### src/rtl/colorspace_pkg.sv
// Shared colorspace / frame-buffer constants.
//   - Default frame geometry shared by frame_buffer and frame_buffer_reader.
//   - State encodings for the frame_buffer_reader FSM.
//   - pixel_flags_t: per-pixel sideband carried next to the pixel data.
//   - clog2_min1(): address width helper that never returns 0, so a
//     one-row or one-column frame still gets a 1-bit address port.
package colorspace_pkg;

    // Default frame geometry (frame_buffer and its reader must agree).
    localparam int FB_DEFAULT_COLUMNS     = 640;
    localparam int FB_DEFAULT_ROWS        = 4;
    localparam int FB_DEFAULT_PIXEL_DEPTH = 8;

    // frame_buffer_reader FSM encodings.
    localparam logic [1:0] FBR_STATE_IDLE  = 2'd0;
    localparam logic [1:0] FBR_STATE_READ  = 2'd1;
    localparam logic [1:0] FBR_STATE_DRAIN = 2'd2;
    localparam logic [1:0] FBR_STATE_DONE  = 2'd3;

    // Sideband that travels with each pixel through the read pipeline.
    typedef struct packed {
        logic end_of_row;
        logic last;
    } pixel_flags_t;

    function automatic int clog2_min1(input int n);
        return (n > 1) ? $clog2(n) : 1;
    endfunction

endpackage

### src/rtl/pixel_skid_buffer.sv
// Two-entry FIFO sitting between the frame buffer read port and the
// downstream ready/valid interface.
//   I_CLK, I_RESET : clock, synchronous active-high reset
//   push/push_data : write one entry (accepted when not full, or full
//                    with a simultaneous pop)
//   pop            : remove the head entry (ignored when empty)
//   head_data      : oldest entry; head_valid when at least one entry
//   count          : current occupancy 0..2
module pixel_skid_buffer #(
    parameter int P_WIDTH = 8
) (
    input  logic               I_CLK,
    input  logic               I_RESET,
    input  logic               push,
    input  logic [P_WIDTH-1:0] push_data,
    input  logic               pop,
    output logic [P_WIDTH-1:0] head_data,
    output logic               head_valid,
    output logic [1:0]         count
);

    logic       wr_ptr_q, wr_ptr_d;
    logic       rd_ptr_q, rd_ptr_d;
    logic [1:0] count_q, count_d;
    logic       do_push, do_pop;

    always_comb begin
        do_pop   = pop && (count_q != 2'd0);
        // When full, a push is only legal because the head leaves this cycle;
        // the slot written is the one being popped.
        do_push  = push && ((count_q != 2'd2) || do_pop);
        wr_ptr_d = do_push ? ~wr_ptr_q : wr_ptr_q;
        rd_ptr_d = do_pop ? ~rd_ptr_q : rd_ptr_q;
        count_d  = count_q;
        case ({do_push, do_pop})
            2'b10:   count_d = count_q + 2'd1;
            2'b01:   count_d = count_q - 2'd1;
            default: count_d = count_q;
        endcase
    end

    always_ff @(posedge I_CLK) begin
        if (I_RESET) begin
            wr_ptr_q <= 1'b0;
            rd_ptr_q <= 1'b0;
            count_q  <= 2'd0;
        end else begin
            wr_ptr_q <= wr_ptr_d;
            rd_ptr_q <= rd_ptr_d;
            count_q  <= count_d;
        end
    end

    generate
        for (genvar gi = 0; gi < 2; gi++) begin : g_entry
            logic [P_WIDTH-1:0] data_q, data_d;

            always_comb begin
                data_d = data_q;
                if (do_push && (wr_ptr_q == 1'(gi))) begin
                    data_d = push_data;
                end
            end

            // Entries are cleared on reset so the head reads as zero.
            always_ff @(posedge I_CLK) begin
                if (I_RESET) begin
                    data_q <= '0;
                end else begin
                    data_q <= data_d;
                end
            end
        end
    endgenerate

    assign head_data  = rd_ptr_q ? g_entry[1].data_q : g_entry[0].data_q;
    assign head_valid = (count_q != 2'd0);
    assign count      = count_q;

endmodule

### src/rtl/frame_buffer_reader.sv
// Reads one full frame out of the frame buffer in raster order and streams
// it downstream over a ready/valid interface.
//   I_CLK, I_RESET   : clock, synchronous active-high reset
//   I_START          : request one frame (honoured only when idle)
//   I_PIXEL          : frame buffer read data, one cycle after O_READ_ENABLE
//   I_READY          : downstream accepts O_PIXEL this cycle
//   O_ROW, O_COLUMN  : frame buffer address (next address when not reading)
//   O_READ_ENABLE    : frame buffer read strobe
//   O_PIXEL, O_VALID : downstream pixel and its valid
//   O_END_OF_ROW     : O_PIXEL is the last column of its row
//   O_LAST           : O_PIXEL is the last pixel of the frame
//   O_BUSY           : frame read in progress (frame buffer writes blocked)
//   O_DONE           : one-cycle pulse after the last pixel is accepted
module frame_buffer_reader
    import colorspace_pkg::*;
#(
    parameter int  P_COLUMNS     = FB_DEFAULT_COLUMNS,
    parameter int  P_ROWS        = FB_DEFAULT_ROWS,
    parameter int  P_PIXEL_DEPTH = FB_DEFAULT_PIXEL_DEPTH,
    localparam int COL_W         = clog2_min1(P_COLUMNS),
    localparam int ROW_W         = clog2_min1(P_ROWS)
) (
    input  logic                     I_CLK,
    input  logic                     I_RESET,
    input  logic                     I_START,
    input  logic [P_PIXEL_DEPTH-1:0] I_PIXEL,
    input  logic                     I_READY,
    output logic [COL_W-1:0]         O_COLUMN,
    output logic [ROW_W-1:0]         O_ROW,
    output logic                     O_READ_ENABLE,
    output logic [P_PIXEL_DEPTH-1:0] O_PIXEL,
    output logic                     O_VALID,
    output logic                     O_END_OF_ROW,
    output logic                     O_LAST,
    output logic                     O_BUSY,
    output logic                     O_DONE
);

    localparam int FIFO_W = P_PIXEL_DEPTH + $bits(pixel_flags_t);

    logic [1:0]       state_q, state_d;
    logic [COL_W-1:0] col_q, col_d;
    logic [ROW_W-1:0] row_q, row_d;
    logic             pend_q, pend_d;          // read data arrives on I_PIXEL this cycle
    pixel_flags_t     pend_flags_q, pend_flags_d;

    logic             rd_en;
    logic             xfer;
    logic             col_last, row_last;
    logic [2:0]       credit;

    logic [FIFO_W-1:0] fifo_head;
    logic              fifo_valid;
    logic [1:0]        fifo_count;
    pixel_flags_t      head_flags;

    pixel_skid_buffer #(
        .P_WIDTH(FIFO_W)
    ) u_skid (
        .I_CLK     (I_CLK),
        .I_RESET   (I_RESET),
        .push      (pend_q),
        .push_data ({pend_flags_q, I_PIXEL}),
        .pop       (I_READY),
        .head_data (fifo_head),
        .head_valid(fifo_valid),
        .count     (fifo_count)
    );

    assign head_flags = fifo_head[FIFO_W-1 -: $bits(pixel_flags_t)];

    always_comb begin
        xfer     = fifo_valid && I_READY;
        col_last = (col_q == COL_W'(P_COLUMNS - 1));
        row_last = (row_q == ROW_W'(P_ROWS - 1));
        // Pixels already owed to the FIFO (buffered + returning) minus the one
        // leaving now; one more read is allowed only if it still fits in two.
        credit   = 3'(fifo_count) + 3'(pend_q) - 3'(xfer);
        rd_en    = (state_q == FBR_STATE_READ) && (credit < 3'd2);

        state_d = state_q;
        case (state_q)
            FBR_STATE_IDLE:  if (I_START) state_d = FBR_STATE_READ;
            FBR_STATE_READ:  if (rd_en && col_last && row_last) state_d = FBR_STATE_DRAIN;
            FBR_STATE_DRAIN: if (xfer && head_flags.last) state_d = FBR_STATE_DONE;
            FBR_STATE_DONE:  state_d = FBR_STATE_IDLE;
            default:         state_d = FBR_STATE_IDLE;
        endcase

        // Address registers always show the next address to issue; the final
        // issue wraps them back to (0,0) for the next frame.
        col_d = col_q;
        row_d = row_q;
        if (rd_en) begin
            if (col_last) begin
                col_d = '0;
                row_d = row_last ? '0 : row_q + ROW_W'(1);
            end else begin
                col_d = col_q + COL_W'(1);
            end
        end

        pend_d                  = rd_en;
        pend_flags_d.end_of_row = rd_en && col_last;
        pend_flags_d.last       = rd_en && col_last && row_last;
    end

    // Clearing pend_q on reset drops any read issued while reset was asserted.
    always_ff @(posedge I_CLK) begin
        if (I_RESET) begin
            state_q      <= FBR_STATE_IDLE;
            col_q        <= '0;
            row_q        <= '0;
            pend_q       <= 1'b0;
            pend_flags_q <= '0;
        end else begin
            state_q      <= state_d;
            col_q        <= col_d;
            row_q        <= row_d;
            pend_q       <= pend_d;
            pend_flags_q <= pend_flags_d;
        end
    end

    assign O_COLUMN      = col_q;
    assign O_ROW         = row_q;
    assign O_READ_ENABLE = rd_en;
    assign O_PIXEL       = fifo_head[P_PIXEL_DEPTH-1:0];
    assign O_VALID       = fifo_valid;
    assign O_END_OF_ROW  = head_flags.end_of_row;
    assign O_LAST        = head_flags.last;
    assign O_BUSY        = (state_q == FBR_STATE_READ) || (state_q == FBR_STATE_DRAIN);
    assign O_DONE        = (state_q == FBR_STATE_DONE);

endmodule

### config.mk
export PLATFORM = sky130hd
export DESIGN_NAME = frame_buffer_reader
export DESIGN_NICKNAME = d
export VERILOG_FILES = /design/src/rtl/colorspace_pkg.sv /design/src/rtl/pixel_skid_buffer.sv /design/src/rtl/frame_buffer_reader.sv
export SDC_FILE = /design/constraint.sdc
export NUM_CORES = 1
export LEC_CHECK = 0
export BUFFER_PORTS_ARGS = -buffer_cell sky130_fd_sc_hd__clkbuf_2
export CAP_MARGIN = 30
export CORE_ASPECT_RATIO = 0.8
export CORE_MARGIN = 2
export CORE_UTILIZATION = 45
export CTS_CLUSTER_DIAMETER = 40
export DETAILED_ROUTE_END_ITERATION = 10
export MAX_ROUTING_LAYER = met4
export PLACE_DENSITY_LB_ADDON = 0.3
export REMOVE_ABC_BUFFERS = 1
export SLEW_MARGIN = 15
export SYNTH_ARGS = -nofsm -noshare
export SYNTH_HDL_FRONTEND = slang
export SYNTH_SLANG_ARGS = --single-unit
### constraint.sdc
create_clock -name I_CLK -period 3.6 [get_ports I_CLK]
set_input_delay 0.36 -clock I_CLK [delete_from_list [all_inputs] [get_ports I_CLK]]
set_output_delay 0.36 -clock I_CLK [all_outputs]
set_load 0.01 [all_outputs]
==> results.cfg <==
[finish]
diodes = 0
final_common_cell = dfxtp_1
fin_area_um2 = 2250
fillers = 403
drive_gt1_share_pct = 27.1
layout.nets = 249
syn_to_final_growth_pct = 18.8
mostFrequentLayoutCells = 41 x dfxtp_1, 37 x clkbuf_2, 34 x nor2_1

[placement]
gp_congestion = 0.807
dpl_cell_area_um2 = 2140
hpwl_um = 2470
port-buffer-count = 37

[clock_tree]
htreeDepth = 2
cts_tree = yes
cts_buffers = 5
clock-sinks = 41
cts_hold_buf = 0
worstSkewPairLatency_ns = 0.29
cts_setup_buffers = 0
cts_root_buf = clkbuf_8
clockBufferDepth = 2
clk_pin_slew_worst_paths_ns = 0.08
cts-resized-gates = 0

[synth]
async_reset_ff_share_pct = 0
synthCells = 190
ys_ff_latch = 41
synth.area.top_cells = dfxtp_1 43%, mux2i_1 13%, nor2_1 6.7%
synth_top_area_cell = dfxtp_1
synth_edf_count = 0
synth_area_um2 = 1900
ys_warn_count = 0
synth_cell_types = 38
synthFlopType = dfxtp_1
synth.yosys.seq_area_share_pct = 43.3
synth_top_area_share_pct = 43.3
syn_avg_cell_area_um2 = 9.98

[critical_path]
arrival_ns = 2.86
cp_max_fo = 8
cp-start-kind = register
max_stage_delay_ns = 0.52
reg2reg_depth = 9
critPathSlowestCell = fa_1
crit_type = reg2out
cp_cell_sequence = o21ai_0 -> inv_1 -> ha_1 -> nand2b_1 -> fa_1 -> nand2_1 -> nor2_1 -> clkbuf_2
critical_path_required_ns = 3.24
reg2reg_slack_ns = 0.56
r2r-end = state_q[1]$_SDFFE_PP0P_
end_kind = primary output
crit-reg2reg-launch = u_skid.count[1]$_SDFFE_PP0P_

[routing]
wl_per_cell_um = 12.0
routed_wl_um = 3420
firstDrtPassIters = 4
antenna_left = 0
vias = 1372
viasPerCell = 4.80
route.detailed.drc = 0
initialDrtViolationCount = 53

[global_route]
grt_pass1_vias = 1124
top_usage_layer = met1
grt_pass1_wl_um = 5480
grt_max_degree = 39
met3_usage_pct = 4.05
overflow = 0
grt_usage_pct = 15.4
antenna_found_initial = 0
use_met1_pct = 21.9
met2_usage_pct = 20.5

[pwr]
vdd_drop_max_uv = 243
internal-power_uw = 876
power_density_nw_per_um2 = 569
comb_power_share_pct = 28.6
p_leak_nw = 1.03
switchingPower_uw = 405
p_sw_share_pct = 31.6
p_seq_share_pct = 43.1
p_total_mw = 1.28
clkPwrFrac_pct = 28.3

[worst_hold_path]
hold_path_end = u_skid.g_entry[1].data_q[0]$_SDFFE_PP0P_
holdCritStartpoint = I_PIXEL[0]
hold_depth = 3
hp-class = in2reg

[floorplan]
start_util_pct = 46.0
die_w_um = 76.6
rows = 21
die_y_um = 62.1
coreArea_um2 = 4130
dieArea_um2 = 4750
io_pins = 38

[timing]
finalCritPeriodShare_pct = 89.4
clock_skew_ns = 0.00374
tightest_slew_ns = 0.727
setup_viol = 0
min_period_ns = 3.22
fmax_ghz = 0.311
tns_ns = 0
finalMaxSlewViolations = 0
hold_violations = 0
rsz0062_at_grt = no
maxSlewHeadroom_pct = 51.6

[outcome]
status = completed

[run]
drv_cap = 0
## metrics by stage
stage | utilization [%] | hold WS (ns) | instances | setup slack [ns]
2_1_floorplan | - | 0.429 | 183 | 0.928
3_3_place_gp | 51.5 | 0.468 | 277 | 0.777
3_5_place_dp | 51.8 | 0.482 | 278 | 0.602
4_1_cts | 54.6 | 0.314 | 286 | 0.389
5_1_grt | 54.6 | 0.324 | 286 | 0.173
6_report | 54.6 | 0.318 | 286 | 0.383
## power groups by stage
stage               logic (mW)  registers [mW]  clock network (mW)
floorplan                0.267           0.550                   0
global placement         0.357           0.560                   0
detailed placement       0.365           0.562                   0
CTS                      0.368           0.552               0.375
global route             0.410           0.558               0.397
finish                   0.366           0.553               0.362
## worst max path at each step
stage	from	to	slack, ns	depth (start not counted)
after floorplan	u_skid.count[1]$_SDFFE_PP0P_	state_q[0]$_SDFFE_PP0P_	0.93	9
after global placement	u_skid.count[1]$_SDFFE_PP0P_	state_q[1]$_SDFFE_PP0P_	0.78	9
after detailed placement	u_skid.count[1]$_SDFFE_PP0P_	state_q[0]$_SDFFE_PP0P_	0.60	9
after CTS	u_skid.count[1]$_SDFFE_PP0P_	O_READ_ENABLE	0.39	8
after global routing	u_skid.count[1]$_SDFFE_PP0P_	O_READ_ENABLE	0.17	8
final	u_skid.count[1]$_SDFFE_PP0P_	O_READ_ENABLE	0.38	8
## critical path: cells and delay by family, from the launching register on
family	cells	cell delay [ns]
AO/OA/AOI/OAI	1	0.43
AND/OR/NAND/NOR	3	0.60
buffers and inverters	2	0.32
adder cells (fa/ha/maj)	2	0.81
flip-flops	1	0.41
## cells in the mapped netlist, types with 4 or more instances
master,n
mux2i_1,24
ha_1,8
mux2_2,9
inv_1,7
nor3b_1,5
clkbuf_1,5
xnor2_1,8
nor2_1,34
nand2_1,4
nand2b_1,5
nand3_1,4
xor2_1,5
a21oi_1,4
dfxtp_1,41
## layer usage
metal / vias up / part of all wire, %
met2: 22 / 42
li1: 720 / -
met1: 628 / 54
met3: 2 / 3.5
met4: 0 / 0.44
met5: - / 0
## final cells by class
type / count / area, um^2 / share of cell area, %
Timing Repair Buffer: 38 / 196 / 8.72
Multi-Input combinational cell: 135 / 1020 / 45.4
Sequential cell: 41 / 821 / 36.4
Clock buffer: 5 / 68.8 / 3.06
Inverter: 7 / 26.3 / 1.17
Tap cell: 57 / 71.3 / 3.17
Clock inverter: 3 / 46.3 / 2.06
## state kept, by name, summed over array words and instances (netlist names)
register / count
u_skid.g_entry.data_q: 20
u_skid.count: 2
state_q: 2
pend_flags_q: 2
u_skid.rd_ptr_q: 1
u_skid.wr_ptr_q: 1
pend_q: 1
O_COLUMN: 10
O_ROW: 2
## cells by family (layout without fill, tap and decap cells)
kind of cell,Yosys count,count (layout),synth area share (%)
compound gates,12,12,4.09
xor+xnor,14,14,6.86
fa+ha+maj,9,9,6.34
buf+inv,14,53,3.04
flops,41,41,43.3
mux,33,33,18.0
simple gates,67,67,18.4
(Power assumes the default switching activity.)
